==> config.mk <==
export PLATFORM = sky130hd
export DESIGN_NAME = pulse_period_meter
export DESIGN_NICKNAME = d
export VERILOG_FILES = /design/src/rtl/pulse_period_meter.sv
export SDC_FILE = /design/constraint.sdc
export NUM_CORES = 1
export LEC_CHECK = 0
export CORE_MARGIN = 8
export CORE_UTILIZATION = 45
export CTS_CLUSTER_DIAMETER = 150
export DETAILED_ROUTE_END_ITERATION = 10
export GPL_TIMING_DRIVEN = 0
export HOLD_SLACK_MARGIN = 0.1
export PLACE_DENSITY = 0.68
export SLEW_MARGIN = 30
export SYNTH_ARGS = -nofsm -noshare
export SYNTH_HDL_FRONTEND = slang
export SYNTH_SLANG_ARGS = --single-unit
==> constraint.sdc <==
create_clock -name clk -period 2 [get_ports clk]
set_input_delay 0.4 -clock clk [delete_from_list [all_inputs] [get_ports clk]]
set_output_delay 0.4 -clock clk [all_outputs]
set_load 0.005 [all_outputs]
==> src/rtl/pulse_period_meter.sv <==
// Measures period and high time of an asynchronous square wave in clk cycles,
// with a one-cycle valid strobe, a lock flag and a timeout strobe on a stalled input.
module pulse_period_meter #(
    parameter int W         = 16,
    parameter int MAX_COUNT = (2 ** W) - 1
) (
    input  logic         clk,
    input  logic         rst,
    input  logic         sig_in,
    output logic [W-1:0] period,
    output logic [W-1:0] high_time,
    output logic         valid,
    output logic         locked,
    output logic         timeout
);

    localparam logic [W-1:0] MAX_C = W'(MAX_COUNT);

    typedef enum logic {
        IDLE,
        MEASURE
    } state_t;

    state_t       state_q, state_d;
    logic         s1_q, s1_d;
    logic         s2_q, s2_d;
    logic         s3_q, s3_d;
    logic [W-1:0] cnt_q, cnt_d;
    logic [W-1:0] hi_q, hi_d;
    logic [W-1:0] period_q, period_d;
    logic [W-1:0] high_time_q, high_time_d;
    logic         valid_q, valid_d;
    logic         locked_q, locked_d;
    logic         timeout_q, timeout_d;

    logic rise;
    logic fall;

    // s1/s2 form the metastability synchroniser; s3 is the edge-detect history.
    assign rise = s2_q & ~s3_q;
    assign fall = ~s2_q & s3_q;

    always_comb begin
        state_d     = state_q;
        s1_d        = sig_in;
        s2_d        = s1_q;
        s3_d        = s2_q;
        cnt_d       = cnt_q;
        hi_d        = hi_q;
        period_d    = period_q;
        high_time_d = high_time_q;
        valid_d     = 1'b0;
        locked_d    = locked_q;
        timeout_d   = 1'b0;

        case (state_q)
            IDLE: begin
                cnt_d = '0;
                if (rise) begin
                    state_d = MEASURE;
                    cnt_d   = W'(1);
                end
            end
            MEASURE: begin
                // A rise on the terminal count wins over the timeout.
                if (rise) begin
                    period_d    = cnt_q;
                    high_time_d = hi_q;
                    valid_d     = 1'b1;
                    locked_d    = 1'b1;
                    cnt_d       = W'(1);
                end else if (cnt_q == MAX_C) begin
                    timeout_d = 1'b1;
                    locked_d  = 1'b0;
                    state_d   = IDLE;
                    cnt_d     = '0;
                end else begin
                    cnt_d = cnt_q + W'(1);
                    if (fall) begin
                        hi_d = cnt_q;
                    end
                end
            end
            default: begin
                state_d = IDLE;
                cnt_d   = '0;
            end
        endcase
    end

    always_ff @(posedge clk) begin
        if (rst) begin
            state_q     <= IDLE;
            s1_q        <= 1'b0;
            s2_q        <= 1'b0;
            s3_q        <= 1'b0;
            cnt_q       <= '0;
            hi_q        <= '0;
            period_q    <= '0;
            high_time_q <= '0;
            valid_q     <= 1'b0;
            locked_q    <= 1'b0;
            timeout_q   <= 1'b0;
        end else begin
            state_q     <= state_d;
            s1_q        <= s1_d;
            s2_q        <= s2_d;
            s3_q        <= s3_d;
            cnt_q       <= cnt_d;
            hi_q        <= hi_d;
            period_q    <= period_d;
            high_time_q <= high_time_d;
            valid_q     <= valid_d;
            locked_q    <= locked_d;
            timeout_q   <= timeout_d;
        end
    end

    assign period    = period_q;
    assign high_time = high_time_q;
    assign valid     = valid_q;
    assign locked    = locked_q;
    assign timeout   = timeout_q;

endmodule

== Word-level counts from Yosys, hierarchy flattened ==
Index checks and enable logic that the tools add are counted.

* Flip-flop bits (word level): 71
* Bits of input ports: 3
* Logic and storage cells: 37

* Add/subtract/negate cells: 1
* Equality and inequality tests: 1
* Muxes and demuxes: 11
* Bitwise gates (word level): 7
* Reduce and logical (&&, ||, !) cells: 6

{| class="wikitable"
|+ Operators by type and width
! cell !! count
|-
| 2-to-1 mux 16 bit || 2
|-
| case mux 16 bit (2 select lines) || 1
|-
| adder 16 x 1 -> 16 bit, second input constant || 1
|-
| == test 16 bit, second input constant || 1
|-
| 2-to-1 mux 1 bit || 7
|-
| inverter 1 bit || 5
|-
| AND reduction 2 bit || 2
|-
| AND reduction 4 bit || 1
|-
| OR reduction 3 bit || 1
|-
| bitwise AND 1 bit || 2
|-
| case mux 1 bit (2 select lines) || 1
|-
| nonzero test 2 bit || 1
|-
| OR reduction 2 bit || 1
|}

== Depth between registers and ports, before layout ==
Gate-level depths: netlist of the first run.

* Word-level depth: 4
* Mapped depth: 7

== Worst setup path before layout of the first run ==
Ideal clock, no wire load.

* Path type: flip-flop to flip-flop
* Start point: register cnt_q[0]
* End point: register cnt_q[11]
* Arrival: 1.594 ns
* Data required time: 1.936 ns
* Slack: 0.342 ns
* Cell stages (with the launch flop): 8
* Cell sequence: dfxtp_1 > ha_1 > nand3_1 > nor4_4 > or4b_1 > buf_2 > buf_6 > nor2_1

* Longest elaborated chain between the ends: 4

{| class="wikitable"
|+ Ends and longest elaborated chain
! what !! RTL line !! text
|-
| from (decl) || 28 || <nowiki>logic [W-1:0] cnt_q, cnt_d;</nowiki>
|-
| from (signal assigned) || 109 || <nowiki>cnt_q <= cnt_d;</nowiki>
|-
| adder 16 x 1 -> 16 bit / == test 16 bit (equally long branches) || 78, 72 ||
|-
| 2-to-1 mux 16 bit * || 72 || <nowiki>end else if (cnt_q == MAX_C) begin</nowiki>
|-
| 2-to-1 mux 16 bit * || 66 || <nowiki>if (rise) begin</nowiki>
|-
| case mux 16 bit (2 select lines) * || 56 || <nowiki>case (state_q)</nowiki>
|}

Every way passes the cells marked *; elsewhere a longest branch is shown, timed or not.
A chain may end at the register's enable or synchronous reset.

== Final worst setup path of the first run ==
* Start point: register cnt_q[0]
* End point: register cnt_q[8]

The elaborated chain is that of the path after synthesis.

==> impl_metrics.json, run 1 <==
{
  "fin_cells": 435,
  "place_congestion": 0.797,
  "rr_worst_depth": 7,
  "dp_cells": 421,
  "m1WireLength_um": 2770,
  "io-pin-count": 38,
  "drive_gt1_share_pct": 6.94,
  "core_um2": 5960,
  "yosysSeqAreaShare_pct": 51.1,
  "fmax_ghz": 0.540,
  "rsz0062_at_grt": "false",
  "cp.required_ns": 2.23,
  "endpoint_kind": "flip-flop",
  "layout.nets": 361,
  "finalCritPeriodShare_pct": 92.5,
  "cts-root-buf": "clkbuf_8",
  "multi_input_area_um2": 1260,
  "clockBufferDepth": 2,
  "dp_slack_ns": -0.224,
  "power_density_nw_per_um2": 718,
  "start_kind": "flip-flop",
  "fp.dieH_um": 94.6,
  "slew_violations": 0,
  "drt_iter0_markers": 81,
  "drc_errors": 0,
  "peakVddDrop_mv": 0.398,
  "first_global_vias": 2026,
  "place_area_um2": 3250,
  "cts_buffers": 9,
  "syn2layout_area_growth_pct": 22.8,
  "setup_ws_ns": 0.149,
  "dr.pass1.iters": 5,
  "power_mw": 2.45,
  "hold_path_class": "flip-flop to flip-flop",
  "slew_headroom_pct": 67.1,
  "numClockSinks": 71,
  "path_max_fanout": 10,
  "grt_max_degree": 11,
  "fin_crit_ns": 1.85,
  "hold_path_depth": 1,
  "post-cts-setup-buffers": 0,
  "die_area_um2": 8960,
  "htree_levels": 3,
  "dr_wl_met3_um": 270,
  "yosys_warnings": 0,
  "port_buffers": 37,
  "layout_commonest_cell": "dfxtp_1",
  "final_cell_mix": "dfxtp_1, nand2_1, clkdlybuf4s50_1",
  "initial_utilization_pct": 46.7,
  "status": "finished, final reports clean",
  "final-hold-violation-count": 0,
  "fill_cells": 559,
  "clock_latency_ns": 0.34,
  "critPathKind": "flip-flop to flip-flop",
  "cts_tree": "yes",
  "gr-usage-all-layers_pct": 13.7,
  "arrival_ns": 2.08,
  "drv_cap": 0,
  "grt_pass1_wl_um": 9610,
  "worst_slew_pin_slew_ns": 0.492,
  "core.rowCount": 28,
  "postRouteAntennaNets": 0,
  "wl_per_cell_um": 12.7,
  "seq_area_um2": 1420,
  "synth_cells": 309,
  "hpwl_um": 3970,
  "avgSynthCellArea_um2": 9.01,
  "clkTransAtPathRegs_ns": 0.06,
  "syn_nets": 313,
  "power_leakage_nw": 1.10,
  "skew_ns": 0.00545,
  "drt-vias-per-instance": 4.83,
  "antenna_found_initial": 0,
  "wl_um": 5530,
  "post_synth_num_cell_types": 31,
  "ys_ff_latch": 71,
  "grt-ovfl-total": 0,
  "synth_area_um2": 2780,
  "die_w_um": 94.6,
  "dr.max_layer_used": "met4",
  "final.setup.tns_ns": 0,
  "dr_total_vias": 2100,
  "dr_wl_met2_um": 2370,
  "antenna_cells": 0,
  "finalInstanceArea_um2": 3420,
  "finalSetupViolCount": 0
}
## synthesized netlist by cell type (all sizes together)
cell,instances,area share [%]
dfxtp,71,51
nand2,68,9.2
a21oi,33,5.9
nand2b,32,7.2
nor2,18,2.4
mux2i,16,5.8
clkbuf,14,1.9
xnor2,8,2.5
nand3,6,1.1
xor2,6,1.9
buf,5,1.3
nand4,5,2.2
nor4,5,1.7
nor2b,4,0.90
inv,3,0.40
and2,2,0.45
nor3,2,0.76
or2b,2,0.54
a311oi,1,0.31
and3,1,0.22
and4,1,0.31
and4b,1,0.36
ha,1,0.45
nor4b,1,0.31
o22ai,1,0.22
or2,1,0.22
or4b,1,0.36
## area by class of cell
cell class	count	share of cell area (%)
Multi-Input combinational cell	216	37.0
Timing Repair Buffer	37	10.8
Clock inverter	1	0.147
Clock buffer	13	4.65
Buffer	19	2.71
Tap cell	75	2.75
Sequential cell	71	41.6
Inverter	3	0.330
## report_power, final
group / switching [mW] / internal (mW) / leakage, nW / total, mW
clock: 0.466 / 0.503 / 0.0854 / 0.970
combinational: 0.0347 / 0.0253 / 0.439 / 0.0601
sequential: 0.00575 / 1.42 / 0.572 / 1.42
total: 0.507 / 1.95 / 1.10 / 2.45
## state kept, by name, indices dropped and copies added, names as in the netlist
register,count
cnt_q,16
hi_q,16
high_time,16
locked,1
period,16
s1_q,1
s2_q,1
s3_q,1
state_q,1
timeout,1
valid,1
## routing by layer
metal / vias to the layer above / track usage (%)
met4: 0 / 8.58
li1: 1107 / -
met1: 937 / 17.7
met2: 47 / 20.2
met5: - / 0
met3: 9 / 3.02
## critical path, cell delays in order, from the launching register on
cell	delay (ns)
dfxtp_1	0.46
ha_2	0.30
nand3_1	0.14
nor4_4	0.30
or4b_1	0.17
buf_2	0.17
buf_6	0.15
nor2_1	0.05
## what timing repair did
action / in CTS / in global routing
hold buffers: 0 / 0
gates resized for setup: 0 / 5
setup endpoints to repair: 0 / 27
## through the flow
| stage | util, % | hold slack [ns] |
|---|---|---|
| floorplan | - | 0.414 |
| global placement | 54.5 | 0.427 |
| detailed placement | 54.5 | 0.425 |
| CTS | 57.3 | 0.440 |
| global route | 57.4 | 0.464 |
| finish | 57.4 | 0.437 |
## worst paths after layout
path	startpoint	end	slack, ns
max	cnt_q[0]	cnt_q[8]	0.15
min	s1_q	s2_q	0.44
max reg2reg	cnt_q[0]	cnt_q[8]	0.15
min reg2reg	s1_q	s2_q	0.44
## cell families after synthesis
family                     count (synthesis)  synth area share, %
and+or+nand+nor                          150                 28.2
DFF                                       71                 51.1
AOI/OAI and AO/OA                         35                 6.48
buffers and inverters                     22                 3.64
muxes                                     16                 5.76
xor gates and xnor gates                  14                 4.41
adders and majority gates                  1                0.450
Power figures use the tool's default switching activity.
==> inputs of run 2 (changes only) <==
Settings changed: ABC_AREA set to 1, PLACE_DENSITY 0.68 to 0.67, SLEW_MARGIN 30 to 20.
==> impl_metrics.json, run 2 <==
{
  "status": "finished, final reports clean",
  "pwr-share-clk_pct": 45.6,
  "syn_nets": 418,
  "dr_total_vias": 2585,
  "hold_path_depth": 2,
  "ys_ff_latch": 71,
  "core.rowCount": 29,
  "dr.pass1.iters": 4,
  "multi_input_area_um2": 1200,
  "rr_worst_depth": 9,
  "power_density_nw_per_um2": 759,
  "yosys_warnings": 0,
  "gr-usage-all-layers_pct": 14.2,
  "clkTransAtPathRegs_ns": 0.07,
  "place_congestion": 0.847,
  "dp_slack_ns": -0.0334,
  "clockBufferDepth": 2,
  "wl_per_cell_um": 12.0,
  "drt_iter0_markers": 101,
  "p_sw_share_pct": 21.7,
  "post_synth_num_cell_types": 26,
  "final.hold.worst_slack_ns": 0.405,
  "drc_errors": 0,
  "start_kind": "input pin",
  "slew_violations": 0,
  "skew_ns": 0.00843,
  "fill_cells": 617,
  "synth.most_common_cell": "nand2_1",
  "hold_path_class": "flip-flop to flip-flop",
  "slew_headroom_pct": 63.2,
  "synth_area_um2": 2980,
  "yosysTopAreaCellShare_pct": 47.7,
  "final_cell_mix": "nand2_1, dfxtp_1, inv_1",
  "fin_crit_ns": 1.68,
  "cp.required_ns": 2.21,
  "arrival_ns": 1.89,
  "p_int_mw": 2.18,
  "clock_latency_ns": 0.34,
  "antenna_cells": 0,
  "drt-vias-per-instance": 4.75,
  "grt-ovfl-total": 0,
  "power_leakage_nw": 1.37,
  "yosysSeqAreaShare_pct": 47.7,
  "peakVddDrop_mv": 0.648,
  "drive_gt1_share_pct": 8.57,
  "fp.dieH_um": 97.4,
  "synth.area.top_cells": "dfxtp_1, nand2_1, inv_1",
  "endpoint_kind": "flip-flop",
  "first_global_vias": 2403,
  "wl_um": 6540,
  "post-cts-setup-buffers": 0,
  "synthTopCellsByCount": "nand2_1, dfxtp_1, inv_1",
  "cts_buffers": 9,
  "final-hold-violation-count": 0,
  "cts-root-buf": "clkbuf_8",
  "critPathKind": "input pin to flip-flop",
  "layout_commonest_cell": "nand2_1",
  "htree_levels": 3,
  "synthArstFlopShare_pct": 0,
  "rsz0062_at_grt": "false",
  "die_area_um2": 9490,
  "synth_edf_count": 0,
  "postRouteAntennaNets": 0,
  "synth_cells": 414,
  "fmax_ghz": 0.597,
  "layout.nets": 466,
  "avgSynthCellArea_um2": 7.20,
  "hpwl_um": 4940,
  "antenna_found_initial": 0,
  "die_w_um": 97.4,
  "grt_max_degree": 13,
  "finalCritPeriodShare_pct": 83.8,
  "path_max_fanout": 10,
  "yosysTopAreaCell": "dfxtp_1",
  "io-pin-count": 38,
  "cts_resized": 0,
  "grt_pass1_wl_um": 11100,
  "power_frac_comb_pct": 3.3,
  "power_mw": 2.79,
  "final.setup.tns_ns": 0,
  "net-switching-power_mw": 0.605,
  "worst_slew_pin_slew_ns": 0.552,
  "finalSetupViolCount": 0,
  "cts_hold_buf": 0,
  "core_um2": 6390,
  "drv_cap": 0,
  "initial_utilization_pct": 46.7,
  "setup_ws_ns": 0.324,
  "p_seq_share_pct": 51.1,
  "seq_area_um2": 1420,
  "synth_ff_type": "dfxtp_1",
  "numClockSinks": 71,
  "port_buffers": 37,
  "cts_tree": "yes",
  "syn2layout_area_growth_pct": 23.1
}
## run 2: cell count changes in the layout (fill, tap and decap cells not counted), sizes merged, moves of 16 or more
cell    previous run  this run
nor2              18        43
nand2b            32         0
inv                3        68
mux2i             16         0
nand3              6        39
nand2             68       101
## run 2: routing by layer
metal | track usage, % | vias to the layer above | part of all wire (%) | wire (um)
li1 | - | 1380 | - | -
met1 | 17.5 | 1141 | 48 | 3120
met2 | 21.4 | 52 | 44 | 2870
met3 | 4.62 | 12 | 6.2 | 406
met4 | 7.34 | 0 | 2.1 | 140
met5 | 0 | - | 0 | 0
## run 2: area by class of cell
class                           count  area share (%)
Tap cell                           77            2.62
Multi-Input combinational cell    252            32.6
Clock inverter                      5            2.21
Buffer                             22            2.90
Timing Repair Buffer               37            10.1
Inverter                           69            7.05
Sequential cell                    71            38.7
Clock buffer                       11            3.85
## run 2: metrics by stage
| stage | std cells | area [um^2] | utilization, % |
|---|---|---|---|
| floorplan | 414 | 2980 | - |
| global placement | 528 | 3450 | 54.0 |
| detailed placement | 528 | 3450 | 54.0 |
| CTS | 544 | 3670 | 57.5 |
| global route | 544 | 3670 | 57.5 |
| finish | 544 | 3670 | 57.5 |
## run 2: cells by family (layout without fill, tap and decap cells)
| kind of cell | Yosys count | after routing | share of synthesized area, % |
|---|---|---|---|
| fa+ha+maj | 1 | 1 | 0.419 |
| simple gates | 204 | 204 | 30.9 |
| compound gates | 40 | 40 | 6.75 |
| buf+inv | 91 | 144 | 12.2 |
| flops | 71 | 71 | 47.7 |
| xor+xnor | 7 | 7 | 2.06 |
## run 2: worst max-delay path, stage by stage
cell	delay (ns)
clkdlybuf4s50_1	0.54
clkbuf_1	0.46
clkbuf_1	0.42
a21oi_1	0.07
## run 2: worst paths after layout
path                            startpoint         end  slack [ns]
worst min-delay path                  s1_q        s2_q        0.40
worst max-delay path                   rst  period[15]        0.32
worst max register to register    cnt_q[0]    hi_q[10]        0.37
worst min register to register        s1_q        s2_q        0.40
## run 2: power groups by stage
| stage | combinational, mW | clock [mW] | sequential (mW) |
|---|---|---|---|
| floorplan | 0.0664 | 0 | 1.46 |
| global placement | 0.0911 | 0 | 1.46 |
| detailed placement | 0.0930 | 0 | 1.46 |
| CTS | 0.0931 | 1.29 | 1.42 |
| global route | 0.104 | 1.35 | 1.42 |
| finish | 0.0921 | 1.27 | 1.42 |
==> inputs of run 3 (changes only) <==
Settings changed: PLACE_DENSITY 0.67 to 0.7.
Clock period 2 ns to 1.45 ns, I/O delays scaled along.
==> impl_metrics.json, run 3 (same netlist as run 2, synthesis figures left out) <==
{
  "status": "finished with violations",
  "violations": "negative setup slack",
  "first_global_vias": 2536,
  "gr-usage-met2_pct": 23.2,
  "syn2layout_area_growth_pct": 31.2,
  "drv_cap": 0,
  "hold_path_class": "flip-flop to flip-flop",
  "core_um2": 6390,
  "io-pin-count": 38,
  "cts_buffers": 9,
  "endpoint_kind": "flip-flop",
  "skew_ns": 0.00787,
  "cp.required_ns": 1.69,
  "dp_slack_ns": -0.524,
  "drt-vias-per-instance": 4.95,
  "wl_um": 7340,
  "fin_crit_ns": 1.46,
  "clkTransAtPathRegs_ns": 0.08,
  "hold_path_depth": 2,
  "layout.nets": 477,
  "postRouteAntennaNets": 0,
  "r2r_slack_ns": -0.01,
  "die_w_um": 97.4,
  "drive_gt1_share_pct": 17.4,
  "power_frac_comb_pct": 3.6,
  "fp.dieH_um": 97.4,
  "antenna_found_initial": 0,
  "finalSetupViolCount": 2,
  "grt_max_degree": 17,
  "place_congestion": 0.860,
  "cts-root-buf": "clkbuf_8",
  "hpwl_um": 4890,
  "grt_busiest_layer": "met2",
  "core.rowCount": 29,
  "dr.pass1.iters": 5,
  "slew_headroom_pct": 70.6,
  "slew_violations": 0,
  "port_buffers": 37,
  "drc_errors": 0,
  "power_mw": 4.02,
  "cts_tree": "yes",
  "crit_start": "cnt_q[1]",
  "critPathKind": "flip-flop to flip-flop",
  "p_int_mw": 3.18,
  "worst_slew_pin_slew_ns": 0.441,
  "net-switching-power_mw": 0.845,
  "power_density_nw_per_um2": 1030,
  "r2r-start": "cnt_q[1]",
  "path_max_fanout": 4,
  "rsz0062_at_grt": "true",
  "clock_latency_ns": 0.35,
  "dp_cells": 528,
  "gr-usage-met1_pct": 17.6,
  "dr_total_vias": 2750,
  "drt_iter0_markers": 150,
  "layout_commonest_cell": "nand2_1",
  "peakVddDrop_mv": 0.741,
  "p_seq_share_pct": 48.6,
  "clockBufferDepth": 2,
  "fmax_ghz": 0.684,
  "initial_utilization_pct": 46.7,
  "final_cell_mix": "nand2_1, inv_1, dfxtp_1",
  "fill_cells": 578,
  "antenna_cells": 0,
  "fin_cells": 555,
  "holdCritStartpoint": "s1_q",
  "grt_util_met3_pct": 4.62,
  "gr-usage-all-layers_pct": 14.8,
  "grt-ovfl-total": 0,
  "finalCritPeriodShare_pct": 101,
  "power_leakage_nw": 1.70,
  "wl_per_cell_um": 13.2,
  "setup_ws_ns": -0.0112,
  "arrival_ns": 1.70,
  "htree_levels": 3,
  "final-hold-violation-count": 0,
  "start_kind": "flip-flop",
  "rr_worst_depth": 8,
  "numClockSinks": 71,
  "p_sw_share_pct": 21.0,
  "pwr-share-clk_pct": 47.8,
  "grt_pass1_wl_um": 11600,
  "die_area_um2": 9490
}
==> run 3: cell count changes in the layout (fill, tap and decap cells not counted), moves of 5 or more <==
cell / previous run / this run
dlygate4sd2_1: 0 / 35
clkbuf_2: 0 / 5
buf_4: 1 / 9
dfxtp_1: 71 / 55
dfxtp_4: 0 / 8
dfxtp_2: 0 / 8
clkbuf_1: 16 / 5
clkdlybuf4s50_1: 37 / 2
==> run 3: area by class of cell <==
cell class | instances | area (um^2) | area share [%]
tap | 77 | 96.3 | 2.46
inverter | 69 | 259 | 6.62
timing repair buffer | 49 | 455 | 11.6
sequential | 71 | 1460 | 37.3
multi-input combinational | 253 | 1270 | 32.4
clock inverter | 5 | 105 | 2.68
buffer | 20 | 126 | 3.23
clock buffer | 11 | 141 | 3.61
==> run 3: what timing repair did <==
item	in CTS	in global routing
endpoints found under the setup margin	96	61
setup buffers	1	9
gates resized for setup	52	50
hold buffers	0	0
cloned	0	3
pin swaps	1	11
==> run 3: metal layers <==
| metal | wire length (um) | up-vias |
|---|---|---|
| met2 | 3460 | 83 |
| met5 | 0 | - |
| met3 | 472 | 20 |
| met4 | 199 | 0 |
| li1 | - | 1404 |
| met1 | 3210 | 1243 |
==> run 3: through the flow <==
step	hold slack (ns)	TNS, ns	utilization [%]	cell area (um^2)
floorplan	0.388	0	-	2980
global placement	0.389	-14.54	54.0	3450
detailed placement	0.393	-15.75	54.0	3450
CTS	0.403	0	58.0	3700
global route	0.429	-1.01	61.3	3920
finish	0.405	-0.0159	61.3	3920
==> run 3: path summary, 6_finish.rpt <==
path / endpoint
worst min register to register: s2_q
worst min-delay path: s2_q
worst max register to register: cnt_q[15]
worst max-delay path: cnt_q[15]
==> run 3: power by group through the flow <==
stage                     clock network [mW]  logic (mW)  registers (mW)
after floorplan                            0      0.0916            2.01
after global placement                     0       0.126            2.01
after detailed placement                   0       0.130            2.01
after CTS                               1.96       0.129            1.97
after global routing                    2.05       0.159            1.96
final                                   1.92       0.144            1.96
==> run 3: worst max-delay path, cell delays in order, from the launching register on <==
cell and delay, ns:
dfxtp_4 0.38, buf_4 0.11, nand3_1 0.17, nor3_4 0.23
nand2_1 0.13, inv_1 0.13, nand3_1 0.09, nand2_1 0.07
nor2_1 0.04
